<file path="src/rtl/sc_statemachine_point_ctrl_pkg.sv">
// rtl/sc_statemachine_point_ctrl_pkg.sv - shared states, shift codes and counter sizing for the point controller
package sc_point_pkg;

    typedef enum logic [2:0] {
        ST_CLEAR = 3'd0,
        ST_LOAD  = 3'd1,
        ST_IDLE  = 3'd2,
        ST_RUN   = 3'd3,
        ST_SHIFT = 3'd4,
        ST_PAUSE = 3'd5
    } state_t;

    localparam logic [1:0] SHIFT_NONE = 2'b00;
    localparam logic [1:0] SHIFT_MSB  = 2'b01;
    localparam logic [1:0] SHIFT_LSB  = 2'b10;

    function automatic int cnt_width(input int tick_count);
        return $clog2(tick_count);
    endfunction

endpackage

</file>
<file path="src/rtl/sc_statemachine_point_ctrl_if.sv">
// rtl/sc_statemachine_point_ctrl_if.sv - button inputs, register strobes and readback between controller and board
interface sc_statemachine_point_ctrl_if #(
    parameter int DATAWIDTH = 8
);
    logic                 start_InLow;
    logic                 pause_InLow;
    logic                 left_InLow;
    logic                 right_InLow;
    logic [DATAWIDTH-1:0] data_InBUS;
    logic                 clear_OutLow;
    logic                 load_OutLow;
    logic [1:0]           shiftselection_Out;
    logic [DATAWIDTH-1:0] data0_OutBUS;
    logic                 upcount_Out;
    logic [2:0]           state_Out;

    modport master (
        input  start_InLow, pause_InLow, left_InLow, right_InLow, data_InBUS,
        output clear_OutLow, load_OutLow, shiftselection_Out, data0_OutBUS,
               upcount_Out, state_Out
    );

    modport slave (
        output start_InLow, pause_InLow, left_InLow, right_InLow, data_InBUS,
        input  clear_OutLow, load_OutLow, shiftselection_Out, data0_OutBUS,
               upcount_Out, state_Out
    );
endinterface

</file>
<file path="src/rtl/sc_statemachine_point_ctrl_edgedetect_fall.sv">
// rtl/sc_statemachine_point_ctrl_edgedetect_fall.sv - one-cycle pulse on a 1-to-0 transition of an active-low level
module sc_edgedetect_fall (
    input  logic clk,
    input  logic rst,
    input  logic level,
    output logic fall
);
    logic prev;

    // History resets high so a button already held at reset does not fire.
    always_ff @(posedge clk or posedge rst) begin
        if (rst) begin
            prev <= 1'b1;
        end else begin
            prev <= level;
        end
    end

    assign fall = prev & ~level;
endmodule

</file>
<file path="src/rtl/sc_statemachine_point_ctrl.sv">
// rtl/sc_statemachine_point_ctrl.sv - clear/load/rotate sequencer for the point-type shift register
module sc_statemachine_point_ctrl
    import sc_point_pkg::*;
#(
    parameter int                   DATAWIDTH  = 8,
    parameter int                   TICK_COUNT = 25000000,
    parameter logic [DATAWIDTH-1:0] INIT_POINT = 8'b00010000
) (
    input  logic                        SC_RegPOINTTYPE_CLOCK_50,
    input  logic                        SC_RegPOINTTYPE_RESET_InHigh,
    sc_statemachine_point_ctrl_if.master bus
);
    localparam int            CW        = cnt_width(TICK_COUNT);
    localparam logic [CW-1:0] TICK_LAST = CW'(TICK_COUNT - 1);

    state_t        state, state_n;
    logic [CW-1:0] cnt, cnt_n;
    logic          dir, dir_n;
    logic          start_ev, pause_ev, left_ev, right_ev;
    logic          clear_l, load_l, upcount;
    logic [1:0]    shift_sel;

    sc_edgedetect_fall u_start (.clk(SC_RegPOINTTYPE_CLOCK_50), .rst(SC_RegPOINTTYPE_RESET_InHigh),
                                .level(bus.start_InLow), .fall(start_ev));
    sc_edgedetect_fall u_pause (.clk(SC_RegPOINTTYPE_CLOCK_50), .rst(SC_RegPOINTTYPE_RESET_InHigh),
                                .level(bus.pause_InLow), .fall(pause_ev));
    sc_edgedetect_fall u_left  (.clk(SC_RegPOINTTYPE_CLOCK_50), .rst(SC_RegPOINTTYPE_RESET_InHigh),
                                .level(bus.left_InLow), .fall(left_ev));
    sc_edgedetect_fall u_right (.clk(SC_RegPOINTTYPE_CLOCK_50), .rst(SC_RegPOINTTYPE_RESET_InHigh),
                                .level(bus.right_InLow), .fall(right_ev));

    always_ff @(posedge SC_RegPOINTTYPE_CLOCK_50 or posedge SC_RegPOINTTYPE_RESET_InHigh) begin
        if (SC_RegPOINTTYPE_RESET_InHigh) begin
            state <= ST_CLEAR;
            cnt   <= '0;
            dir   <= 1'b0;
        end else begin
            state <= state_n;
            cnt   <= cnt_n;
            dir   <= dir_n;
        end
    end

    always_comb begin
        state_n   = state;
        cnt_n     = cnt;
        dir_n     = dir;
        clear_l   = 1'b1;
        load_l    = 1'b1;
        shift_sel = SHIFT_NONE;
        upcount   = 1'b0;

        // Simultaneous left and right cancel out and keep the current direction.
        if ((state == ST_RUN) || (state == ST_SHIFT)) begin
            if (left_ev && !right_ev) begin
                dir_n = 1'b0;
            end else if (right_ev && !left_ev) begin
                dir_n = 1'b1;
            end
        end

        case (state)
            ST_CLEAR: begin
                clear_l = 1'b0;
                cnt_n   = '0;
                state_n = ST_LOAD;
            end
            ST_LOAD: begin
                load_l  = 1'b0;
                cnt_n   = '0;
                state_n = ST_IDLE;
            end
            ST_IDLE: begin
                cnt_n = '0;
                if (start_ev) begin
                    state_n = ST_RUN;
                end
            end
            ST_RUN: begin
                // Pause takes precedence so a tick in the same cycle is deferred, not lost.
                if (pause_ev) begin
                    state_n = ST_PAUSE;
                end else if (bus.data_InBUS == '0) begin
                    state_n = ST_CLEAR;
                end else if (cnt == TICK_LAST) begin
                    cnt_n   = '0;
                    state_n = ST_SHIFT;
                end else begin
                    cnt_n = cnt + CW'(1);
                end
            end
            ST_SHIFT: begin
                shift_sel = dir ? SHIFT_LSB : SHIFT_MSB;
                upcount   = 1'b1;
                cnt_n     = cnt + CW'(1);
                state_n   = ST_RUN;
            end
            ST_PAUSE: begin
                if (pause_ev) begin
                    state_n = ST_RUN;
                end
            end
            default: begin
                cnt_n   = '0;
                state_n = ST_CLEAR;
            end
        endcase
    end

    assign bus.clear_OutLow       = clear_l;
    assign bus.load_OutLow        = load_l;
    assign bus.shiftselection_Out = shift_sel;
    assign bus.upcount_Out        = upcount;
    assign bus.data0_OutBUS       = INIT_POINT;
    assign bus.state_Out          = state;
endmodule

</file>
<file path="src/flat_wrapper.sv">
// flat-port wrapper written by rule: the top's interface ports become plain ports
module sc_statemachine_point_ctrl_flat import sc_point_pkg::*;
#(
    parameter int                   DATAWIDTH  = 8,
    parameter int                   TICK_COUNT = 25000000,
    parameter logic [DATAWIDTH-1:0] INIT_POINT = 8'b00010000
)
  (SC_RegPOINTTYPE_CLOCK_50, SC_RegPOINTTYPE_RESET_InHigh, bus_start_InLow, bus_pause_InLow, bus_left_InLow, bus_right_InLow, bus_data_InBUS, bus_clear_OutLow, bus_load_OutLow, bus_shiftselection_Out, bus_data0_OutBUS, bus_upcount_Out, bus_state_Out);
  sc_statemachine_point_ctrl_if #(.DATAWIDTH(DATAWIDTH)) bus_i ();
  input  logic SC_RegPOINTTYPE_CLOCK_50;
  input  logic SC_RegPOINTTYPE_RESET_InHigh;
  input wire logic [$bits(bus_i.start_InLow)-1:0] bus_start_InLow;
  input wire logic [$bits(bus_i.pause_InLow)-1:0] bus_pause_InLow;
  input wire logic [$bits(bus_i.left_InLow)-1:0] bus_left_InLow;
  input wire logic [$bits(bus_i.right_InLow)-1:0] bus_right_InLow;
  input wire logic [$bits(bus_i.data_InBUS)-1:0] bus_data_InBUS;
  output wire logic [$bits(bus_i.clear_OutLow)-1:0] bus_clear_OutLow;
  output wire logic [$bits(bus_i.load_OutLow)-1:0] bus_load_OutLow;
  output wire logic [$bits(bus_i.shiftselection_Out)-1:0] bus_shiftselection_Out;
  output wire logic [$bits(bus_i.data0_OutBUS)-1:0] bus_data0_OutBUS;
  output wire logic [$bits(bus_i.upcount_Out)-1:0] bus_upcount_Out;
  output wire logic [$bits(bus_i.state_Out)-1:0] bus_state_Out;
  assign bus_i.start_InLow = bus_start_InLow;
  assign bus_i.pause_InLow = bus_pause_InLow;
  assign bus_i.left_InLow = bus_left_InLow;
  assign bus_i.right_InLow = bus_right_InLow;
  assign bus_i.data_InBUS = bus_data_InBUS;
  assign bus_clear_OutLow = bus_i.clear_OutLow;
  assign bus_load_OutLow = bus_i.load_OutLow;
  assign bus_shiftselection_Out = bus_i.shiftselection_Out;
  assign bus_data0_OutBUS = bus_i.data0_OutBUS;
  assign bus_upcount_Out = bus_i.upcount_Out;
  assign bus_state_Out = bus_i.state_Out;
  sc_statemachine_point_ctrl #(.DATAWIDTH(DATAWIDTH), .TICK_COUNT(TICK_COUNT), .INIT_POINT(INIT_POINT)) u_core (.SC_RegPOINTTYPE_CLOCK_50(SC_RegPOINTTYPE_CLOCK_50), .SC_RegPOINTTYPE_RESET_InHigh(SC_RegPOINTTYPE_RESET_InHigh), .bus(bus_i));
endmodule
</file>
<file path="config.mk">
export PLATFORM = sky130hd
export DESIGN_NAME = sc_statemachine_point_ctrl_flat
export DESIGN_NICKNAME = d
export VERILOG_FILES = /design/src/rtl/sc_statemachine_point_ctrl_pkg.sv /design/src/rtl/sc_statemachine_point_ctrl_if.sv /design/src/rtl/sc_statemachine_point_ctrl_edgedetect_fall.sv /design/src/rtl/sc_statemachine_point_ctrl.sv /design/src/flat_wrapper.sv
export SDC_FILE = /design/constraint.sdc
export NUM_CORES = 1
export LEC_CHECK = 0
export ABC_AREA = 1
export BUFFER_PORTS_ARGS = -buffer_cell sky130_fd_sc_hd__buf_2
export CAP_MARGIN = 20
export CORE_MARGIN = 2
export CORE_UTILIZATION = 50
export CTS_CLUSTER_SIZE = 8
export DETAILED_ROUTE_END_ITERATION = 8
export PLACE_DENSITY_LB_ADDON = 0.08
export SYNTH_ARGS = -nofsm -noshare
export SYNTH_HDL_FRONTEND = slang
export SYNTH_SLANG_ARGS = --single-unit
</file>
<file path="constraint.sdc">
create_clock -name SC_RegPOINTTYPE_CLOCK_50 -period 2 [get_ports SC_RegPOINTTYPE_CLOCK_50]
set_clock_uncertainty 0.1 [all_clocks]
set_input_delay 0.2 -clock SC_RegPOINTTYPE_CLOCK_50 [delete_from_list [all_inputs] [get_ports SC_RegPOINTTYPE_CLOCK_50]]
set_output_delay 0.2 -clock SC_RegPOINTTYPE_CLOCK_50 [all_outputs]
set_load 0.01 [all_outputs]
</file>
# After elaboration in Yosys (flattened, before gate mapping)
# Index checks and enable logic that the tools add are counted.
word_totals:
  regBits: 33
  inputBits: 14
  word_cells: 56
classes:
  n_addsub: 1
  bitwise_logic: 9
  muxes: 17
  n_reduce_logical: 11
  eq_ne: 11
op_table:
  columns: ["op", "count"]
  rows:
  - ["25-bit 2-to-1 mux", 3]
  - ["25-bit one-hot mux with 3 select lines", 1]
  - ["25-bit by 1-bit adder with 25-bit output (second input constant)", 1]
  - ["25-bit == test (second input constant)", 1]
  - ["3-bit one-hot mux with 6 select lines", 1]
  - ["3-bit 2-to-1 mux", 5]
  - ["8-bit logical NOT", 1]
  - ["3-bit by 2-bit == test with 1-bit output (second input constant)", 2]
  - ["3-bit == test (second input constant)", 2]
  - ["3-bit AND reduction", 2]
  - ["1-bit 2-to-1 mux", 5]
  - ["1-bit NOT", 5]
  - ["1-bit AND", 4]
  - ["2-bit 2-to-1 mux", 2]
  - ["2-bit by 1-bit inequality test with 1-bit output (second input constant)", 2]
  - ["2-bit inequality test (second input constant)", 2]
  - ["4-bit by 3-bit inequality test with 1-bit output (second input constant)", 1]
  - ["3-bit by 1-bit == test with 1-bit output (second input constant)", 1]
  - ["3-bit logical NOT", 1]
  - ["1-bit logical AND", 2]
  - ["1-bit logical NOT", 2]
  - ["2-bit AND reduction", 1]
  - ["2-bit nonzero test", 1]
  - ["1-bit logical OR", 1]

# Logic depth before layout (Yosys ltp)
# Gate-level depths: netlist of the first run.
depth:
  word_depth: 6
  depth_mapped: 11
  depth_no_buf: 10

# By module
# Synthesis of the first run repeated with hierarchy kept, for this count alone.
hier_totals:
  hier_cells: 308
  hier_area_um2: 2326.0
by_module_without_submodules:
  columns: ["mod", "cells_per_inst", "area_each_um2", "instances"]
  rows:
  - ["sc_statemachine_point_ctrl", 292, 2165.8, 1]
  - ["sc_edgedetect_fall", 4, 40.0, 4]

# Worst setup path after synthesis of the first run
# OpenSTA, ideal clock, no wires.
synth_timing:
  path_kind: "reg-to-reg"
  startpoint: "reg u_core.state[0], in the netlist u_core.bus.state_Out[0]"
  endpoint: "reg u_core.cnt[16]"
  required_ns: 1.780
  setup_ns: 0.120
  path_stages_with_launch: 10
  synth_period_minus_slack_ns: 1.645
  path_buffers: 1
  path_slack_ns: 0.355
  t_arrival_ns: 1.425
  path_cell_list: "dfrtp_1 buf_2 nand2_1 nor2_4 nand2_2 nand2_2 a21oi_4 nand3_2 inv_2 nor2_1"
synth_via:
  elab_chain_cells: 3
  word_cells_on_any_way: 8
synth_lines:
  columns: ["item", "line_no", "rtl"]
  rows:
  - ["start: declaration", "sc_statemachine_point_ctrl.sv:16", "state_t state, state_n;"]
  - ["start signal: assignment", "sc_statemachine_point_ctrl.sv:38", "state <= state_n;"]
  - ["3-bit by 2-bit == test with 1-bit output / 3-bit == test (equally long branches)", "sc_statemachine_point_ctrl.sv:62", "case (state)"]
  - ["2-bit inequality test (no source line) / 1-bit NOT (equally long branches)", null, null]
  - ["3-bit AND reduction (no source line)", null, null]
  - ["end signal: assignment", "sc_statemachine_point_ctrl.sv:39", "cnt <= cnt_n;"]
  - ["end: declaration", "sc_statemachine_point_ctrl.sv:17", "logic [CW-1:0] cnt, cnt_n;"]
# Parallel ways exist; a longest one is shown, timed or not.
# A chain may end at the register's enable or synchronous reset.

# Worst setup path in the final report of the first run
layout_timing:
  startpoint: "reg u_core.cnt[1]"
  endpoint: "reg u_core.cnt[17]"
layout_via:
  elab_chain_cells: 5
  word_cells_on_any_way: 6
layout_lines:
  columns: ["item", "line_no", "rtl"]
  rows:
  - ["25-bit by 1-bit adder with 25-bit output / 25-bit == test (equally long branches)", "sc_statemachine_point_ctrl.sv:89, sc_statemachine_point_ctrl.sv:95, sc_statemachine_point_ctrl.sv:85", null]
  - ["25-bit 2-to-1 mux", "sc_statemachine_point_ctrl.sv:85", "end else if (cnt == TICK_LAST) begin"]
  - ["25-bit 2-to-1 mux", "sc_statemachine_point_ctrl.sv:83", "end else if (bus.data_InBUS == '0) begin"]
  - ["25-bit 2-to-1 mux", "sc_statemachine_point_ctrl.sv:81", "if (pause_ev) begin"]
  - ["25-bit one-hot mux with 3 select lines (*)", "sc_statemachine_point_ctrl.sv:62", null]
# Every way passes the cells marked *; elsewhere a longest branch is shown, timed or not. The select of a mux whose other input is x is not followed.

==> key figures, run 1 <==
Place
  – GPL Wtd Cong: 0.883
  – IO Port Bufs: 21
  – Worst slack, placed: 0.148 ns
  – Placed wire-length estimate: 4050 µm

Run
  – Max Cap Viol: 0

GRT
  – Congestion Overflow GR: 0
  – Initial antenna violation count: 0
  – Pin count of the biggest net entering global routing: 34
  – Tot GR Track Use: 0.228
  – Number of global-route vias before repair: 2,031
  – First-pass GRT wire length: 9200 µm

Setup path
  – Crit start category: flip-flop
  – CP Class: reg -> reg
  – FF-to-FF Start: u_core.cnt[1]$_DFFE_PP0P_
  – CP Cell Sequence: ha_2, nand2_1, nor2_4, nand2_2, nor2_2, nand2_1, nand2_2, nand3_2, buf_4, nand2_1, nor2_1
  – Worst Setup End Kind: flip-flop
  – Slowest cell on crit path: dfrtp_1
  – Critical Path Source: u_core.cnt[1]$_DFFE_PP0P_
  – FF-to-FF path depth: 11
  – Worst EP arrival: 1.92 ns
  – CP Max Fanout: 5
  – CP dominant cell by count: nand2_1
  – Worst Path Required: 2.07 ns
  – Largest stage delay on the critical path: 0.40 ns

STA
  – Timing-limited maximum frequency: 542 MHz
  – Fin. max-slew vios: 0
  – Final setup viols: 0
  – Tmin final: 1.85 ns
  – Post-route setup slack: 0.155 ns
  – Final Cycle Share: 0.923
  – Final hold vios: 0

Detailed routing
  – Via Count: 2,189
  – Routed Antenna Nets: 0
  – Routed wl met2: 2300 µm
  – WL per Instance: 12.1 µm
  – Met1 Routed Length: 2680 µm
  – Top sig layer: met4
  – DRC: 0
  – Drt pass-1 iters: 4
  – WL final: 5300 µm
  – Initial DRC count: 169
  – Vias/cell: 4.99
  – Metal3 WL: 276 µm

Synthesis
  – Post-synthesis compound-gate area fraction: 0.0637
  – Post-synth EDFFs: 0
  – Xor/xnor share of the synthesized area: 0.0231
  – Post-Synth Simple-Gate Area: 0.422
  – Mapped Area: 2280 µm²
  – Largest family of logic cells by synthesized area: simple AND/OR/NAND/NOR gates
  – Post-synth top area cell: dfrtp_1
  – #FFs+latches synth: 33
  – Synth area leaders: dfrtp_1, nand2_1, nor2_1
  – Synth Warn #: 0
  – Post-synthesis average cell area: 6.55 µm²
  – Post-synth top area share: 0.318
  – Dominant synthesized flop cell: dfrtp_1
  – Post-Syn Instances: 348
  – Mux contribution to synthesized area: 0
  – Unique masters post-synth: 25
  – Asr flop ratio synth: 1.00
  – Adder-cell share of the synthesized area: 0.0110
  – Seq/Total Area, Yosys: 0.364

Power
  – Clock share of power: 0.233
  – Int Pwr: 0.00125 W
  – Pwr Density: 786 nW/µm²
  – VDD IR-drop max: 0.652 mV
  – Comb pwr share: 0.373
  – Flop pwr share: 0.394
  – Lkg Pwr: 1.23 nW
  – Sw Pwr: 0.000795 W
  – Sw Ratio: 0.389

Clocking
  – CTS tree: done
  – Clk Latency, worst-skew pair: 0.28 ns
  – Worst-path clk slew: 0.07 ns
  – H-tree depth: 2
  – CTS sink cnt: 33
  – Clock Path Buffers: 2
  – Root Driver: clkbuf_8
  – Cts bufs inserted: 5

Layout
  – Area Overhead vs Synth: 14.0%
  – Multi-input gate area: 1230 µm²
  – Core Util, Final: 0.593
  – Sequential Area: 831 µm²
  – Total inserted antenna cells: 0
  – Fill cells: 439
  – Final nets: 402
  – Layout cells sized above 1: 0.163

Floorplanning
  – Total core area: 4380 µm²
  – Die Span Y: 71.5 µm
  – Die width: 71.5 µm
  – Ports: 30
  – Die area: 5120 µm²
  – # rows: 24
  – Starting Density: 0.520

Outcome
  – Status: complete, no violations

Hold path
  – HP Class: in -> async
## final timing paths
kind,endpoint,slack (ns)
min reg2reg,u_core.cnt[0]$_DFFE_PP0P_,0.45
min,u_core.bus.state_Out[2]$_DFFE_PP0P_,0.45
max in group asynchronous,u_core.u_left.prev$_DFF_PP1_,1.03
max reg2reg,u_core.cnt[17]$_DFFE_PP0P_,0.15
min in group SC_RegPOINTTYPE_CLOCK_50,u_core.cnt[0]$_DFFE_PP0P_,0.45
max,u_core.cnt[17]$_DFFE_PP0P_,0.15
## cells in the mapped netlist, types with 2 or more instances
library cell	number
nand2_1	108
nor2_1	73
inv_1	38
dfrtp_1	29
nand3_1	19
o21ai_0	12
nand4_1	11
buf_4	8
a21oi_1	7
nand2_2	6
xor2_1	6
dfstp_2	4
inv_2	4
buf_6	3
nor2_4	3
nor3_1	3
o211ai_1	3
conb_1	2
ha_1	2
nand3_2	2
## repair_timing
action                                  in CTS  in global routing
gates resized for setup                      0                  5
hold endpoints to repair                    33                  0
setup buffers                                0                  1
endpoints found under the setup margin       0                 14
hold buffers                                 5                  0
## power groups by stage
stage / Sequential [W] / Combinational [W] / Clock, W
4_1_cts: 0.000804 / 0.000764 / 0.000499
3_3_place_gp: 0.000813 / 0.000749 / 0
6_report: 0.000805 / 0.000761 / 0.000476
3_5_place_dp: 0.000816 / 0.000751 / 0
2_1_floorplan: 0.000796 / 0.000528 / 0
5_1_grt: 0.000817 / 0.000867 / 0.000515
## kinds of logic (layout without fill, tap and decap cells)
| group | count (synthesis) | in the layout |
|---|---|---|
| buf+inv | 54 | 87 |
| flops | 33 | 33 |
| other cells | 2 | 8 |
| fa+ha+maj | 2 | 2 |
| compound gates | 24 | 24 |
| xor+xnor | 6 | 6 |
| simple gates | 227 | 227 |
## registers in the layout, indices dropped and copies added, names as in the netlist
name,flops
u_core.u_pause.prev,1
u_core.u_start.prev,1
u_core.u_left.prev,1
u_core.u_right.prev,1
u_core.cnt,25
u_core.bus.state_Out,3
u_core.dir,1
## layout make-up
| cell class | instances | area share |
|---|---|---|
| Tap cell | 52 | 0.0250 |
| Multi-Input combinational cell | 267 | 0.472 |
| Inverter | 42 | 0.0607 |
| Timing Repair Buffer | 37 | 0.0915 |
| Clock buffer | 8 | 0.0308 |
| Sequential cell | 33 | 0.320 |
## worst max-delay path, delay by kind of cell (launching register included)
kind | cells | cell delay [ns]
fa+ha+maj | 1 | 0.21
buf+inv | 1 | 0.18
flops | 1 | 0.40
simple gates | 9 | 0.85
## per-stage QoR
stage | cells | hold slack, ns | area [µm²] | power, W | TNS, ns
2_1_floorplan | 354 | 0.104 | 2300 | 0.00132 | 0
3_3_place_gp | 425 | 0.213 | 2450 | 0.00156 | 0
3_5_place_dp | 425 | 0.218 | 2450 | 0.00157 | 0
4_1_cts | 438 | 0.451 | 2580 | 0.00207 | 0
5_1_grt | 439 | 0.475 | 2600 | 0.00220 | -0.0127
6_report | 439 | 0.445 | 2600 | 0.00204 | 0
## layer usage
metal / vias to the layer above / track usage
met5: - / 0
met4: 0 / 0.0503
met3: 4 / 0.0506
met2: 49 / 0.353
met1: 994 / 0.329
li1: 1142 / -
## cell usage in the layout (no fill, tap or decap), types with 6 or more instances in the layout
| cell type | netlist | routed |
|---|---|---|
| nor2_1 | 73 | 71 |
| nand2_2 | 6 | 8 |
| dfrtp_1 | 29 | 29 |
| buf_4 | 8 | 11 |
| conb_1 | 2 | 8 |
| nand4_1 | 11 | 11 |
| nand2_1 | 108 | 106 |
| o21ai_0 | 12 | 12 |
| nand3_1 | 19 | 19 |
| buf_2 | 1 | 21 |
| a21oi_1 | 7 | 7 |
| xor2_1 | 6 | 6 |
| inv_1 | 38 | 38 |
(Power assumes the default switching activity.)
==> run 2: changes to the inputs <==
--- a/config.mk
+++ b/config.mk
@@ -8,6 +8,7 @@
 export ABC_AREA = 1
 export BUFFER_PORTS_ARGS = -buffer_cell sky130_fd_sc_hd__buf_2
 export CAP_MARGIN = 20
+export CORE_ASPECT_RATIO = 1.75
 export CORE_MARGIN = 2
 export CORE_UTILIZATION = 50
 export CTS_CLUSTER_SIZE = 8
==> key figures, run 2 (same netlist as run 1, synthesis figures left out) <==
GRT
  – Pin count of the biggest net entering global routing: 34
  – Initial antenna violation count: 0
  – Number of global-route vias before repair: 2,145
  – Tot GR Track Use: 0.252
  – First-pass GRT wire length: 9420 µm
  – Congestion Overflow GR: 0

STA
  – Timing-limited maximum frequency: 540 MHz
  – Slew @ Worst Pin: 0.616 ns
  – Max-slew headroom: 0.588
  – Final hold vios: 0
  – RSZ-0062 raised after global routing: no
  – Sum of negative setup slack: 0 ns
  – Final Cycle Share: 0.926
  – Fin. max-slew vios: 0
  – Final setup viols: 0
  – Tmin final: 1.85 ns

Layout
  – Total inserted antenna cells: 0
  – Most flops, register: u_core.cnt
  – Layout cells sized above 1: 0.165
  – Final nets: 402
  – Max reg flops: 25
  – Fill cells: 465
  – Commonest non-fill, non-tap cells in the layout: nand2_1, nor2_1, inv_1, dfrtp_1, buf_2
  – Commonest non-fill, non-tap cell in the layout: nand2_1
  – Fin cells: 438
  – Area Overhead vs Synth: 15.5%

Floorplanning
  – Die width: 55.0 µm
  – Die area: 5140 µm²
  – Total core area: 4400 µm²
  – # rows: 32
  – Die Span Y: 93.3 µm
  – Starting Density: 0.518
  – Ports: 30

Setup path
  – Largest stage delay on the critical path: 0.45 ns
  – CP Class: reg -> reg
  – CP Depth: 9
  – Worst Path Required: 2.08 ns
  – Worst Setup End Kind: flip-flop
  – FF-to-FF path depth: 9
  – Crit start category: flip-flop
  – Buf/Inv on CP: 1
  – Slowest cell on crit path: dfrtp_1
  – CP Cell Sequence: nand2_1, nor2_4, nand2_2, nand2_2, a21oi_4, nand3_2, buf_4, nand2_1, nor2_1
  – Delay-heaviest family, CP: simple AND/OR/NAND/NOR gates
  – CP Max Fanout: 12
  – Worst EP arrival: 1.93 ns

Clocking
  – Clock Path Buffers: 2
  – CTS sink cnt: 33
  – H-tree depth: 2
  – Worst-path clk slew: 0.07 ns
  – CTS tree: done
  – Clk Latency, worst-skew pair: 0.29 ns
  – Cts bufs inserted: 5
  – Root Driver: clkbuf_8

Place
  – Cells after DPL: 422
  – IO Port Bufs: 21
  – GPL Wtd Cong: 0.902
  – Placed wire-length estimate: 4280 µm

Detailed routing
  – WL per Instance: 13.2 µm
  – Drt pass-1 iters: 5
  – Initial DRC count: 50
  – Routed Antenna Nets: 0
  – WL final: 5770 µm
  – Vias/cell: 4.99
  – Via Count: 2,185
  – DRC: 0

Outcome
  – Status: complete, no violations

Power
  – Lkg Pwr: 1.25 nW
  – Pwr Density: 843 nW/µm²
  – Total power: 0.00222 W
  – VDD IR-drop max: 0.624 mV

Hold path
  – HP Class: in -> reg
  – Hold depth: 6

Run
  – Max Cap Viol: 0
-- run 2: per-layer routing --
layer | GRT usage | part of all wire | vias to the layer above
li1 | - | - | 1141
met1 | 0.276 | 0.40 | 996
met2 | 0.456 | 0.55 | 37
met3 | 0.0399 | 0.029 | 11
met4 | 0.0955 | 0.025 | 0
met5 | 0 | 0 | -
-- run 2: power by group --
part | switching, W | internal (W) | leakage (nW)
combinational | 0.000509 | 0.000259 | 0.752
sequential | 0.0000664 | 0.000725 | 0.436
clock | 0.000254 | 0.000406 | 0.0585
total | 0.000830 | 0.00139 | 1.25
-- run 2: per-stage QoR --
step	worst slack, ns	utilization	hold slack (ns)	area (µm²)
2_1_floorplan	0.355	-	0.104	2300
3_3_place_gp	0.0610	0.552	0.210	2430
3_5_place_dp	0.0204	0.552	0.216	2430
4_1_cts	0.000602	0.590	0.281	2600
5_1_grt	0.00557	0.598	0.324	2630
6_report	0.148	0.598	0.291	2630
-- run 2: cell type report --
type | count | area (µm²) | area share
Clock buffer | 7 | 86.3 | 0.0328
Clock inverter | 1 | 30.0 | 0.0114
Inverter | 42 | 158 | 0.0599
Multi-Input combinational cell | 268 | 1230 | 0.469
Sequential cell | 33 | 831 | 0.316
Tap cell | 51 | 63.8 | 0.0242
Timing Repair Buffer | 36 | 230 | 0.0875
-- run 2: final timing paths --
kind,slack (ns),startpoint,to
setup / recovery,0.15,u_core.bus.state_Out[1]$_DFFE_PP0P_,u_core.cnt[22]$_DFFE_PP0P_
hold / removal,0.29,bus_pause_InLow,u_core.bus.state_Out[2]$_DFFE_PP0P_
setup reg to reg,0.15,u_core.bus.state_Out[1]$_DFFE_PP0P_,u_core.cnt[22]$_DFFE_PP0P_
hold reg to reg,0.46,u_core.cnt[0]$_DFFE_PP0P_,u_core.cnt[0]$_DFFE_PP0P_
max in group asynchronous,1.01,SC_RegPOINTTYPE_RESET_InHigh,u_core.u_left.prev$_DFF_PP1_
min in group asynchronous,0.44,SC_RegPOINTTYPE_RESET_InHigh,u_core.bus.state_Out[2]$_DFFE_PP0P_
-- run 2: worst reg2reg max path, cell delays in order (launching register included) --
cell	delay (ns)
dfrtp_1	0.45
nand2_1	0.14
nor2_4	0.09
nand2_2	0.09
nand2_2	0.09
a21oi_4	0.33
nand3_2	0.15
buf_4	0.19
nand2_1	0.07
nor2_1	0.04
-- run 2: repair_timing --
item | 4_1_cts | 5_1_grt
resized for setup | 0 | 4
setup endpoints to repair | 0 | 16
setup buffers | 0 | 2
hold buffers | 5 | 0
hold endpoints to repair | 33 | 0
